--- config.mk ---
export PLATFORM = sky130hd
export DESIGN_NAME = store_write_buffer
export DESIGN_NICKNAME = d
export VERILOG_FILES = /design/src/rtl/store_write_buffer.sv
export SDC_FILE = /design/constraint.sdc
export NUM_CORES = 1
export LEC_CHECK = 0
export ABC_AREA = 1
export BUFFER_PORTS_ARGS = -buffer_cell sky130_fd_sc_hd__buf_4
export CAP_MARGIN = 20
export CORE_AREA = 2 2 222 224
export CTS_CLUSTER_DIAMETER = 80
export DETAILED_ROUTE_END_ITERATION = 10
export DIE_AREA = 0 0 224 226
export GPL_ROUTABILITY_DRIVEN = 0
export GPL_TIMING_DRIVEN = 0
export PLACE_DENSITY = 0.42
export SYNTH_ARGS = -nofsm -noshare
export SYNTH_HDL_FRONTEND = slang
export SYNTH_SLANG_ARGS = --single-unit
--- constraint.sdc ---
create_clock -name clk -period 5.22 [get_ports clk]
set_input_delay 1.305 -clock clk [delete_from_list [all_inputs] [get_ports clk]]
set_output_delay 1.305 -clock clk [all_outputs]
set_load 0.05 [all_outputs]
--- src/rtl/store_write_buffer.sv ---
// Store write buffer: formats committed MIPS stores (sw/sb/sh/swl/swr) into
// word address, byte strobes and lane data, then drains them in FIFO order to the DCache.
// Optional load-hazard compare is enabled with `define SB_LOAD_HAZARD_EN.
module store_write_buffer #(
    parameter  int DEPTH = 4,
    localparam int AW    = $clog2(DEPTH)
) (
    input  logic          clk,
    input  logic          resetn,
    input  logic          st_valid,
    output logic          st_ready,
    input  logic [4:0]    st_op,
    input  logic [31:0]   st_addr,
    input  logic [31:0]   st_rt,
    input  logic          st_ex,
    output logic          wb_valid,
    input  logic          wb_ready,
    output logic [31:0]   wb_addr,
    output logic [3:0]    wb_wstrb,
    output logic [31:0]   wb_wdata,
    output logic [AW:0]   sb_count,
    output logic          sb_empty,
    input  logic          ld_valid,
    input  logic [31:0]   ld_addr,
    output logic          ld_hazard
);

    // Handshake: a transfer happens on a rising edge where valid && ready are both
    // high. Ready never depends on valid, and the wb_* payload is held stable while
    // wb_valid is high and wb_ready is low.

    localparam logic [AW:0] FULL = (AW+1)'(DEPTH);

    logic [29:0]   addr_mem [DEPTH];
    logic [3:0]    strb_mem [DEPTH];
    logic [31:0]   data_mem [DEPTH];
    logic [AW-1:0] wr_ptr;
    logic [AW-1:0] rd_ptr;
    logic [AW:0]   count;

    logic [3:0]    fmt_strb;
    logic [31:0]   fmt_data;
    logic          push;
    logic          pop;

    assign st_ready = (count != FULL);
    assign wb_valid = (count != '0);
    assign sb_empty = (count == '0);
    assign sb_count = count;

    // Excepting or empty-op stores complete the handshake but are never stored.
    assign push = st_valid && st_ready && !st_ex && (|st_op);
    assign pop  = wb_valid && wb_ready;

    always_comb begin
        fmt_strb = 4'b0000;
        fmt_data = st_rt;
        if (st_op[0]) begin
            fmt_strb = 4'b1111;
            fmt_data = st_rt;
        end else if (st_op[1]) begin
            fmt_strb = 4'b0001 << st_addr[1:0];
            fmt_data = {4{st_rt[7:0]}};
        end else if (st_op[2]) begin
            fmt_strb = st_addr[1] ? 4'b1100 : 4'b0011;
            fmt_data = {2{st_rt[15:0]}};
        end else if (st_op[3]) begin
            // swl writes the high-order bytes of rt into the low lanes up to a.
            case (st_addr[1:0])
                2'd0:    begin fmt_strb = 4'b0001; fmt_data = {24'b0, st_rt[31:24]}; end
                2'd1:    begin fmt_strb = 4'b0011; fmt_data = {16'b0, st_rt[31:16]}; end
                2'd2:    begin fmt_strb = 4'b0111; fmt_data = {8'b0,  st_rt[31:8]};  end
                default: begin fmt_strb = 4'b1111; fmt_data = st_rt;                 end
            endcase
        end else if (st_op[4]) begin
            case (st_addr[1:0])
                2'd0:    begin fmt_strb = 4'b1111; fmt_data = st_rt;                 end
                2'd1:    begin fmt_strb = 4'b1110; fmt_data = {st_rt[23:0], 8'b0};  end
                2'd2:    begin fmt_strb = 4'b1100; fmt_data = {st_rt[15:0], 16'b0}; end
                default: begin fmt_strb = 4'b1000; fmt_data = {st_rt[7:0], 24'b0};  end
            endcase
        end
    end

    always_ff @(posedge clk or negedge resetn) begin
        if (!resetn) begin
            wr_ptr <= '0;
            rd_ptr <= '0;
            count  <= '0;
        end else begin
            if (push) wr_ptr <= wr_ptr + 1'b1;
            if (pop)  rd_ptr <= rd_ptr + 1'b1;
            case ({push, pop})
                2'b10:   count <= count + 1'b1;
                2'b01:   count <= count - 1'b1;
                default: count <= count;
            endcase
        end
    end

    // Entry storage is deliberately not reset; only the pointers define validity.
    always_ff @(posedge clk) begin
        if (push) begin
            addr_mem[wr_ptr] <= st_addr[31:2];
            strb_mem[wr_ptr] <= fmt_strb;
            data_mem[wr_ptr] <= fmt_data;
        end
    end

    assign wb_addr  = {addr_mem[rd_ptr], 2'b00};
    assign wb_wstrb = strb_mem[rd_ptr];
    assign wb_wdata = data_mem[rd_ptr];

`ifdef SB_LOAD_HAZARD_EN
    logic          hazard_hit;
    logic [AW-1:0] offs;

    // An entry is live when its distance from rd_ptr is below the occupancy.
    always_comb begin
        offs       = '0;
        hazard_hit = push && (st_addr[31:2] == ld_addr[31:2]);
        for (int i = 0; i < DEPTH; i++) begin
            offs = AW'(i) - rd_ptr;
            if (({1'b0, offs} < count) && (addr_mem[i] == ld_addr[31:2]))
                hazard_hit = 1'b1;
        end
    end

    assign ld_hazard = ld_valid && hazard_hit;
`else
    logic unused_ld;
    assign unused_ld = &{1'b0, ld_valid, ld_addr};
    assign ld_hazard = 1'b0;
`endif

endmodule

==> impl_metrics.tcl, run 1 <==
set metrics [dict create \
    cts-buffers-inserted 31 \
    wl_um 38300 \
    yosys.area.top_type "edfxtp_1" \
    slew_headroom_pct 38.8 \
    slowest_stage "clkbuf_1" \
    ys_async_sr_fraction_pct 2.58 \
    clk_path_buf_depth 3 \
    cts_resized 0 \
    worst_slew_pin_slew_ns 0.916 \
    finalCritPeriodShare_pct 79.9 \
    critPathCaptureType "output port" \
    multi_input_area_sq_mm 0.00342 \
    n_fill_cell 4972 \
    yosys-top-cells-count "edfxtp_1 (264), nand2_1 (189), nor2_1 (176)" \
    hold_viol 0 \
    cts_tree "done" \
    start_util_pct 24.7 \
    fin_nets 1409 \
    slowest_delay_ns 0.49 \
    rows 81 \
    grt_pass1_vias 8852 \
    area.sequential_sq_mm 0.00810 \
    syn_to_final_growth_pct 25.6 \
    start_kind "register" \
    path_common_cell "clkbuf_1" \
    fp.dieW_um 224 \
    htreeDepth 1 \
    crit_arrival_ns 2.86 \
    synth_edf_count 264 \
    ys_seq_elements 271 \
    num_io_pins 182 \
    wire_per_inst_um 19.7 \
    yosysMostFrequentCell "edfxtp_1" \
    finClkSkew_ns 0.00876 \
    clkTransAtPathRegs_ns 0.06 \
    timing.fmax_ghz 0.240 \
    synthDistinctLibCells 31 \
    grt_util_all_layers_pct 15.0 \
    finalMaxSlewViolations 0 \
    power.density_mw_per_mm2 591 \
    clock_latency_ns 0.54 \
    clock-sinks 271 \
    grt_max_degree 27 \
    drc 0 \
    finalPower_mw 8.87 \
    maxCapViolCount 0 \
    synth.yosys.warnings 0 \
    synthFlopType "edfxtp_1" \
    num_vias 9012 \
    ant_nets 0 \
    yosysTopAreaCellShare_pct 66.3 \
    drt_iter0_markers 683 \
    place_hpwl_um 27300 \
    ctsHoldBuffers 0 \
    antenna_found_initial 0 \
    finalSetupTns_ns 0 \
    setup_viol 0 \
    crit_chain "inv_1 -> clkbuf_1 -> clkbuf_1 -> o21ai_0 -> o22ai_1 -> buf_4" \
    min-delay-path-class "register to register" \
    crit_type "register to output port" \
    vias_per_cell 4.64 \
    drive_gt1_share_pct 17.7 \
    io_buffer_count 144 \
    power.ir.vdd_worst_mv 0.200 \
    grt_pass1_wl_um 57300 \
    rsz0062_at_grt "no" \
    leakage_nw 5.50 \
    cp_max_fo 10 \
    cp.required_ns 3.91 \
    syn_area_sq_mm 0.0120 \
    syn_inst 1107 \
    grt-ovfl-total 0 \
    cts_setup_buffers 0 \
    diodes 0 \
    chipHeight_um 226 \
    avgSynthCellArea_sq_um 10.8 \
    coreArea_sq_mm 0.0483 \
    outcome "completed" \
    clockRootBuffer "clkbuf_16" \
    ys_seq_area_share_pct 67.8 \
    netlist_top_cells_area "edfxtp_1 (66%), o21ai_0 (6.6%), nand2_1 (5.9%)" \
    dr.pass1.iters 6 \
    period_needed_ns 4.17 \
    dieArea_sq_mm 0.0506 \
]
-- critical path, delay by kind of cell, from the launching register on --
kind	cells	cell delay (ns)
AOI/OAI and AO/OA	2	0.52
DFF	1	0.44
buffers and inverters	4	1.36
-- cell families (layout without fill, tap and decap cells) --
| kind of cell | count (synthesis) | count (layout) | share of synthesized area, % |
|---|---|---|---|
| simple gates | 434 | 434 | 14.7 |
| buf+inv | 116 | 327 | 3.93 |
| xor+xnor | 4 | 4 | 0.293 |
| compound gates | 275 | 275 | 12.6 |
| flops | 271 | 271 | 67.8 |
| fa+ha+maj | 6 | 6 | 0.691 |
| other cells | 1 | 3 | 0.0314 |
-- metrics by stage --
step,hold WS [ns],area [sq um],instances,util [%],setup WS [ns]
2_1_floorplan,0.557,12000,1109,-,-0.0267
3_3_place_gp,0.494,13800,1875,28.6,-3.35
3_5_place_dp,0.496,14100,1885,29.1,1.06
4_1_cts,0.505,15000,1942,31.1,0.918
5_1_grt,0.509,15000,1942,31.1,0.817
6_report,0.501,15000,1942,31.1,1.05
-- where the power goes --
group / leakage (nW) / total [mW] / switching (mW) / internal (mW)
logic: 2.56 / 4.16 / 3.10 / 1.06
clock network: 0.468 / 2.00 / 0.826 / 1.18
registers: 2.48 / 2.71 / 0.0576 / 2.65
total: 5.50 / 8.87 / 3.99 / 4.89
-- flip-flops by register name, summed over array words and instances (netlist names) --
register,flops
data_mem,128
strb_mem,16
wr_ptr,2
sb_count,3
rd_ptr,2
addr_mem,120
-- cells in the final DEF (no fill, tap or decap), types with 2 or more instances in the layout --
master     Yosys  final
clkbuf_1      43     47
inv_2          3      3
clkinv_2       0     10
nand3b_1       8      8
nor2_1       176    172
buf_2         19     19
bufinv_16      0      2
nand3_1       38     38
a22oi_1        9      9
o211ai_1       3      3
o21ai_1        6      6
a21oi_1       24     24
nand2_1      189    189
edfxtp_1     264    264
o21ai_0      158    158
dfrtp_1        7      7
conb_1         1      3
nand2_2        2      2
nor2_4         1      5
buf_12         0      7
clkinv_1       1     10
xor2_1         3      3
nor3_1        16     16
buf_16         0      3
o22ai_1       74     74
clkbuf_16      0     31
buf_4          3    147
inv_1         47     47
ha_1           5      5
-- cell type report --
cell class	count	area share (%)
clock buffers	35	5.27
well taps	622	5.18
multi-input cells	722	22.8
repair buffers	154	8.68
flip-flops and latches	271	54.0
clock inverters	22	1.01
inverters	51	1.27
plain buffers	65	1.86
-- final timing paths --
kind / start / endpoint / slack (ns) / depth (start not counted)
max: rd_ptr[1]$_DFFE_PN0P_ / wb_wdata[14] / 1.05 / 6
min: sb_count[0]$_DFFE_PN0P_ / sb_count[0]$_DFFE_PN0P_ / 0.50 / 1
max reg2reg: sb_count[1]$_DFFE_PN0P_ / data_mem[2][19]$_DFFE_PP_ / 2.55 / 6
min reg2reg: sb_count[0]$_DFFE_PN0P_ / sb_count[0]$_DFFE_PN0P_ / 0.50 / 1
max in group asynchronous: resetn / rd_ptr[1]$_DFFE_PN0P_ / 4.52 / 1
min in group asynchronous: resetn / sb_count[0]$_DFFE_PN0P_ / 0.57 / 1
-- metal layers --
metal	vias to the layer above	share of wire, %	global-route usage [%]
met3	37	5.1	1.96
met1	4359	46	20.8
li1	4332	-	-
met2	284	48	25.2
met5	-	0	0
met4	0	1.4	2.67
Note: power is estimated with default switching activity, not from simulation.
==> run 2: changes to the inputs <==
--- a/config.mk
+++ b/config.mk
@@ -5,13 +5,13 @@
 export SDC_FILE = /design/constraint.sdc
 export NUM_CORES = 1
 export LEC_CHECK = 0
-export ABC_AREA = 1
+export ABC_AREA = 0
 export BUFFER_PORTS_ARGS = -buffer_cell sky130_fd_sc_hd__buf_4
 export CAP_MARGIN = 20
-export CORE_AREA = 2 2 222 224
+export CORE_AREA = 2 2 218 220
 export CTS_CLUSTER_DIAMETER = 80
 export DETAILED_ROUTE_END_ITERATION = 10
-export DIE_AREA = 0 0 224 226
+export DIE_AREA = 0 0 220 222
 export GPL_ROUTABILITY_DRIVEN = 0
 export GPL_TIMING_DRIVEN = 0
 export PLACE_DENSITY = 0.42
==> constraint.sdc (replaced) <==
create_clock -name clk -period 4 [get_ports clk]
set_input_delay 1 -clock clk [delete_from_list [all_inputs] [get_ports clk]]
set_output_delay 1 -clock clk [all_outputs]
set_load 0.05 [all_outputs]
==> run 2 against run 1 <==
  * Count of clock-buffer cells in the layout is 1 higher
  * Power is 20% higher
  * Sequential power grew 31%
  * Final area down 3.7%
  * Global-route usage decreased by 2.2 points
  * Die area down 3.5%
  * Synthesized cell count fell by 45%
==> impl_metrics.tcl, run 2 <==
set metrics [dict create \
    largest_reg_flops 128 \
    clkTransAtPathRegs_ns 0.06 \
    finalPower_mw 10.7 \
    leakage_nw 4.88 \
    n_fill_cell 4578 \
    period_needed_ns 3.71 \
    synth.yosys.warnings 0 \
    synthFlopType "edfxtp_1" \
    ant_nets 0 \
    syn_to_final_growth_pct 26.0 \
    fin_area_sq_mm 0.0145 \
    timing.fmax_ghz 0.270 \
    syn_area_sq_mm 0.0115 \
    critPathCaptureType "output port" \
    synth_edf_count 264 \
    fp.dieW_um 220 \
    num_vias 6550 \
    final_cell_mix "edfxtp_1 (264), buf_4 (148), mux4_2 (73)" \
    clk_path_buf_depth 3 \
    start_kind "register" \
    final_common_cell "edfxtp_1" \
    top_usage_layer "met2" \
    dieArea_sq_mm 0.0488 \
    cts-buffers-inserted 31 \
    cts_resized 0 \
    yosys-top-cells-count "edfxtp_1 (264), mux4_2 (73), nand2_1 (44)" \
    num_io_pins 182 \
    slew_headroom_pct 45.6 \
    met2_usage_pct 21.0 \
    fin_nets 904 \
    setup_viol 0 \
    antenna_found_initial 0 \
    finalMaxSlewViolations 0 \
    clock_latency_ns 0.57 \
    placed_area_sq_mm 0.0134 \
    drt_iter0_markers 537 \
    power.ir.vdd_worst_mv 0.498 \
    dp_cells 1365 \
    wl_um 31400 \
    pre_cts_slack_ns 0.774 \
    post-route-util_pct 31.2 \
    yosysMostFrequentCell "edfxtp_1" \
    rows 79 \
    grt_util_all_layers_pct 12.8 \
    vias_per_cell 4.61 \
    cp.required_ns 3.00 \
    coreArea_sq_mm 0.0463 \
    finalSetupTns_ns 0 \
    hold_viol 0 \
    top_register "data_mem" \
    grt_pass1_vias 6822 \
    netlist_top_cells_area "edfxtp_1 (69%), mux4_2 (14%), dfrtp_1 (1.5%)" \
    chipHeight_um 222 \
    cts_tree "done" \
    cp_max_fo 10 \
    ys_seq_area_share_pct 70.6 \
    avgSynthCellArea_sq_um 18.8 \
    drc 0 \
    whs_ns 0.228 \
    start_util_pct 24.8 \
    htreeDepth 1 \
    clockRootBuffer "clkbuf_16" \
    ys_seq_elements 271 \
    io_buffer_count 141 \
    grt_use_met3_pct 2.15 \
    synthDistinctLibCells 55 \
    finalCritPeriodShare_pct 92.7 \
    yosys.area.top_type "edfxtp_1" \
    finClkSkew_ns 0.0240 \
    syn_inst 611 \
    ys_async_sr_fraction_pct 2.58 \
    grtUsageMet1_pct 17.8 \
    grt_max_degree 47 \
    maxCapViolCount 0 \
    grt-ovfl-total 0 \
    wire_per_inst_um 22.1 \
    crit_arrival_ns 2.71 \
    power.density_mw_per_mm2 737 \
    drive_gt1_share_pct 38.7 \
    layoutNonFillerInstCount 1421 \
    dr.pass1.iters 5 \
    min-delay-path-class "primary input to asynchronous set/reset pin" \
    grt_pass1_wl_um 46400 \
    outcome "completed" \
    worst_slew_pin_slew_ns 0.811 \
    top_regs "data_mem x128, addr_mem x120, strb_mem x16" \
    cts_setup_buffers 0 \
    yosysTopAreaCellShare_pct 69.1 \
    setup_ws_ns 0.292 \
    clock-sinks 271 \
    crit_type "register to output port" \
    rsz0062_at_grt "no" \
    place_hpwl_um 20800 \
    ctsHoldBuffers 0 \
]
## run 2: cell count changes in the layout (fill, tap and decap cells not counted), sizes merged, moves of 8 or more
cell,before,now
a21oi,24,14
a221o,0,8
a221oi,0,8
a22o,0,8
clkbuf,78,44
clkinv,20,10
inv,50,12
mux4,0,74
nand2,191,45
nand3,38,11
nor2,178,19
nor3,17,4
o21ai,164,24
o22ai,74,8
## run 2: cell families after synthesis
family,count (synthesis),share of synthesized area (%)
fa+ha+maj,6,0.720
mux,76,14.8
buf+inv,50,2.24
compound gates,101,6.86
xor+xnor,6,0.458
simple gates,100,4.27
flops,271,70.6
other cells,1,0.0327
## run 2: worst max-delay path: stages, from the launching register on
cell and delay, ns:
dfrtp_1 0.32, clkbuf_1 0.35, buf_4 0.33, buf_4 0.32, mux4_2 0.59, buf_4 0.22
## run 2: worst paths after layout
path                                          from                   endpoint  slack (ns)  cells past startpoint
setup / recovery             rd_ptr[0]$_DFFE_PN0P_               wb_wdata[15]        0.29                      5
hold / removal                              resetn    sb_count[2]$_DFFE_PN0P_        0.23                      1
setup reg to reg           sb_count[1]$_DFFE_PN0P_  data_mem[0][14]$_DFFE_PP_        1.83                      6
hold reg to reg            sb_count[2]$_DFFE_PN0P_    sb_count[2]$_DFFE_PN0P_        0.52                      1
max in group asynchronous                   resetn      rd_ptr[0]$_DFFE_PN0P_        3.65                      1
min in group clk           sb_count[2]$_DFFE_PN0P_    sb_count[2]$_DFFE_PN0P_        0.52                      1
## run 2: per-layer routing
layer  up-vias  wire [um]
met2       208      15100
met4         0        564
met5         -          0
met3        44       1940
met1      3410      13800
li1       2888          -
## run 2: area by class of cell
type	count	area [sq um]	area share, %
plain buffers	40	219	1.51
repair buffers	145	1170	8.08
multi-input cells	292	3130	21.6
clock inverters	19	243	1.68
flip-flops and latches	271	8100	56.1
diodes	1	2.50	0.0173
well taps	607	759	5.25
clock buffers	36	795	5.50
inverters	10	37.5	0.260
## run 2: where the power goes
group / internal (mW) / switching, mW / leakage (nW)
Clock: 1.74 / 1.12 / 0.501
Sequential: 3.48 / 0.0852 / 2.48
Combinational: 1.43 / 2.80 / 1.90
Total: 6.65 / 4.01 / 4.88
==> run 3: changes to the inputs <==
--- a/config.mk
+++ b/config.mk
@@ -14,7 +14,6 @@
 export DIE_AREA = 0 0 220 222
 export GPL_ROUTABILITY_DRIVEN = 0
 export GPL_TIMING_DRIVEN = 0
-export PLACE_DENSITY = 0.42
 export SYNTH_ARGS = -nofsm -noshare
 export SYNTH_HDL_FRONTEND = slang
 export SYNTH_SLANG_ARGS = --single-unit
==> run 3 against run 2 <==
  * Flip-flop and latch count unchanged
  * Cell count decreased by 0.21%
  * Critical path type unchanged
  * Core utilization increased by 0.054 points
  * Critical endpoint is now wb_wdata[20]
  * Setup slack improved by 0.062 ns
  * Count of clock-buffer cells in the layout decreased by 7
  * Maximum frequency increased by 1.7%
  * Worst hold slack improved by 0.033 ns
  * Sequential power about the same
  * Die area unchanged
  * Clock skew decreased by 0.014 ns
==> impl_metrics.tcl, run 3 (synthesis results as in run 2) <==
set metrics [dict create \
    crit_type "register to output port" \
    cts_tree "done" \
    drc 0 \
    io_buffer_count 141 \
    largest_reg_flops 128 \
    cts_resized 0 \
    r2r_start "sb_count[0]$_DFFE_PN0P_" \
    start_util_pct 24.8 \
    ant_nets 0 \
    finalCritPeriodShare_pct 91.1 \
    chipHeight_um 222 \
    period_needed_ns 3.65 \
    cp.required_ns 3.00 \
    finalPower_mw 10.7 \
    power_switching_mw 4.04 \
    dieArea_sq_mm 0.0488 \
    fin_area_sq_mm 0.0145 \
    critPathLaunch "rd_ptr[0]$_DFFE_PN0P_" \
    start_kind "register" \
    r2r_cells 6 \
    grt_pass1_wl_um 42700 \
    num_vias 6653 \
    power.density_mw_per_mm2 742 \
    critPathCaptureType "output port" \
    ctsHoldBuffers 0 \
    top_regs "data_mem x128, addr_mem x120, strb_mem x16" \
    clock-sinks 271 \
    cts_setup_buffers 0 \
    grt_util_all_layers_pct 11.7 \
    setup_viol 0 \
    reg2reg_to "data_mem[3][6]$_DFFE_PP_" \
    comb_power_share_pct 39.5 \
    final_cell_mix "edfxtp_1 (264), buf_4 (148), mux4_2 (73)" \
    worst_slew_pin_slew_ns 0.794 \
    finClkSkew_ns 0.0103 \
    num_io_pins 182 \
    finalMaxSlewViolations 0 \
    multi_input_area_sq_mm 0.00313 \
    wire_per_inst_um 20.5 \
    clockRootBuffer "clkbuf_16" \
    grt_max_degree 41 \
    whs_ns 0.261 \
    crit_arrival_ns 2.65 \
    maxCapViolCount 0 \
    setup_ws_ns 0.354 \
    vias_per_cell 4.69 \
    internal_power_mw 6.70 \
    clkTransAtPathRegs_ns 0.07 \
    cts-buffers-inserted 29 \
    placed_area_sq_mm 0.0134 \
    cp_max_fo 10 \
    top_register "data_mem" \
    antenna_found_initial 0 \
    clk_path_buf_depth 3 \
    post-route-util_pct 31.3 \
    finalSetupTns_ns 0 \
    htreeDepth 1 \
    drt_iter0_markers 644 \
    syn_to_final_growth_pct 26.2 \
    p_sw_share_pct 37.6 \
    min-delay-path-class "primary input to asynchronous set/reset pin" \
    place_hpwl_um 19400 \
    fin_nets 902 \
    power_frac_seq_pct 33.1 \
    dr.pass1.iters 7 \
    pre_cts_slack_ns 0.795 \
    slew_headroom_pct 46.7 \
    dp_cells 1365 \
    power.ir.vdd_worst_mv 0.502 \
    drive_gt1_share_pct 39.7 \
    fp.dieW_um 220 \
    layoutNonFillerInstCount 1418 \
    diodes 0 \
    outcome "completed" \
    p_clk_share_pct 27.3 \
    coreArea_sq_mm 0.0463 \
    final_common_cell "edfxtp_1" \
    rows 79 \
    clock_latency_ns 0.55 \
    leakage_nw 4.89 \
    n_fill_cell 4533 \
    reg2reg_slack_ns 1.83 \
    area.sequential_sq_mm 0.00810 \
    grt_pass1_vias 6505 \
    rsz0062_at_grt "no" \
    grt-ovfl-total 0 \
    hold_viol 0 \
    wl_um 29000 \
    timing.fmax_ghz 0.274 \
]
-- run 3: cell types whose count changed in the layout (fill, tap and decap cells not counted), moves of 2 or more --
| cell | previous run | this run |
|---|---|---|
| clkbuf_16 | 31 | 29 |
| clkbuf_1 | 12 | 7 |
| bufinv_16 | 5 | 7 |
| clkinvlp_4 | 2 | 5 |
| inv_8 | 0 | 2 |
| clkinv_1 | 5 | 1 |
| clkinv_4 | 0 | 3 |
-- run 3: critical path, stage by stage, from the launching register on --
cell and delay [ns]:
dfrtp_1 0.32, clkbuf_1 0.31, buf_4 0.32, buf_4 0.31
mux4_2 0.61, buf_4 0.22
-- run 3: worst max path at each step --
stage | end | cells past startpoint
floorplan | addr_mem[0][0]$_DFFE_PP_ | 5
finish | wb_wdata[20] | 5
CTS | wb_wdata[20] | 5
global route | wb_wdata[20] | 5
global placement | data_mem[1][21]$_DFFE_PP_ | 6
detailed placement | sb_count[2]$_DFFE_PN0P_ | 12
-- run 3: final cells by class --
class	count	share of cell area (%)
clock buffer	29	5.01
sequential	271	56.0
clock inverter	24	2.34
timing repair buffer	145	8.07
tap	607	5.24
inverter	10	0.259
multi-input combinational	292	21.6
buffer	40	1.51
-- run 3: power by group through the flow --
stage	logic [mW]	registers (mW)	clock network, mW
floorplan	2.93	3.66	0
global placement	4.29	3.65	0
detailed placement	4.36	3.62	0
CTS	4.37	3.56	3.00
global route	4.50	3.59	3.10
finish	4.25	3.56	2.93
-- run 3: layer usage --
metal / GRT usage, % / wire length (um)
met3: 2.61 / 2490
met1: 17.0 / 12800
met4: 2.23 / 525
met5: 0 / 0
met2: 17.9 / 13200
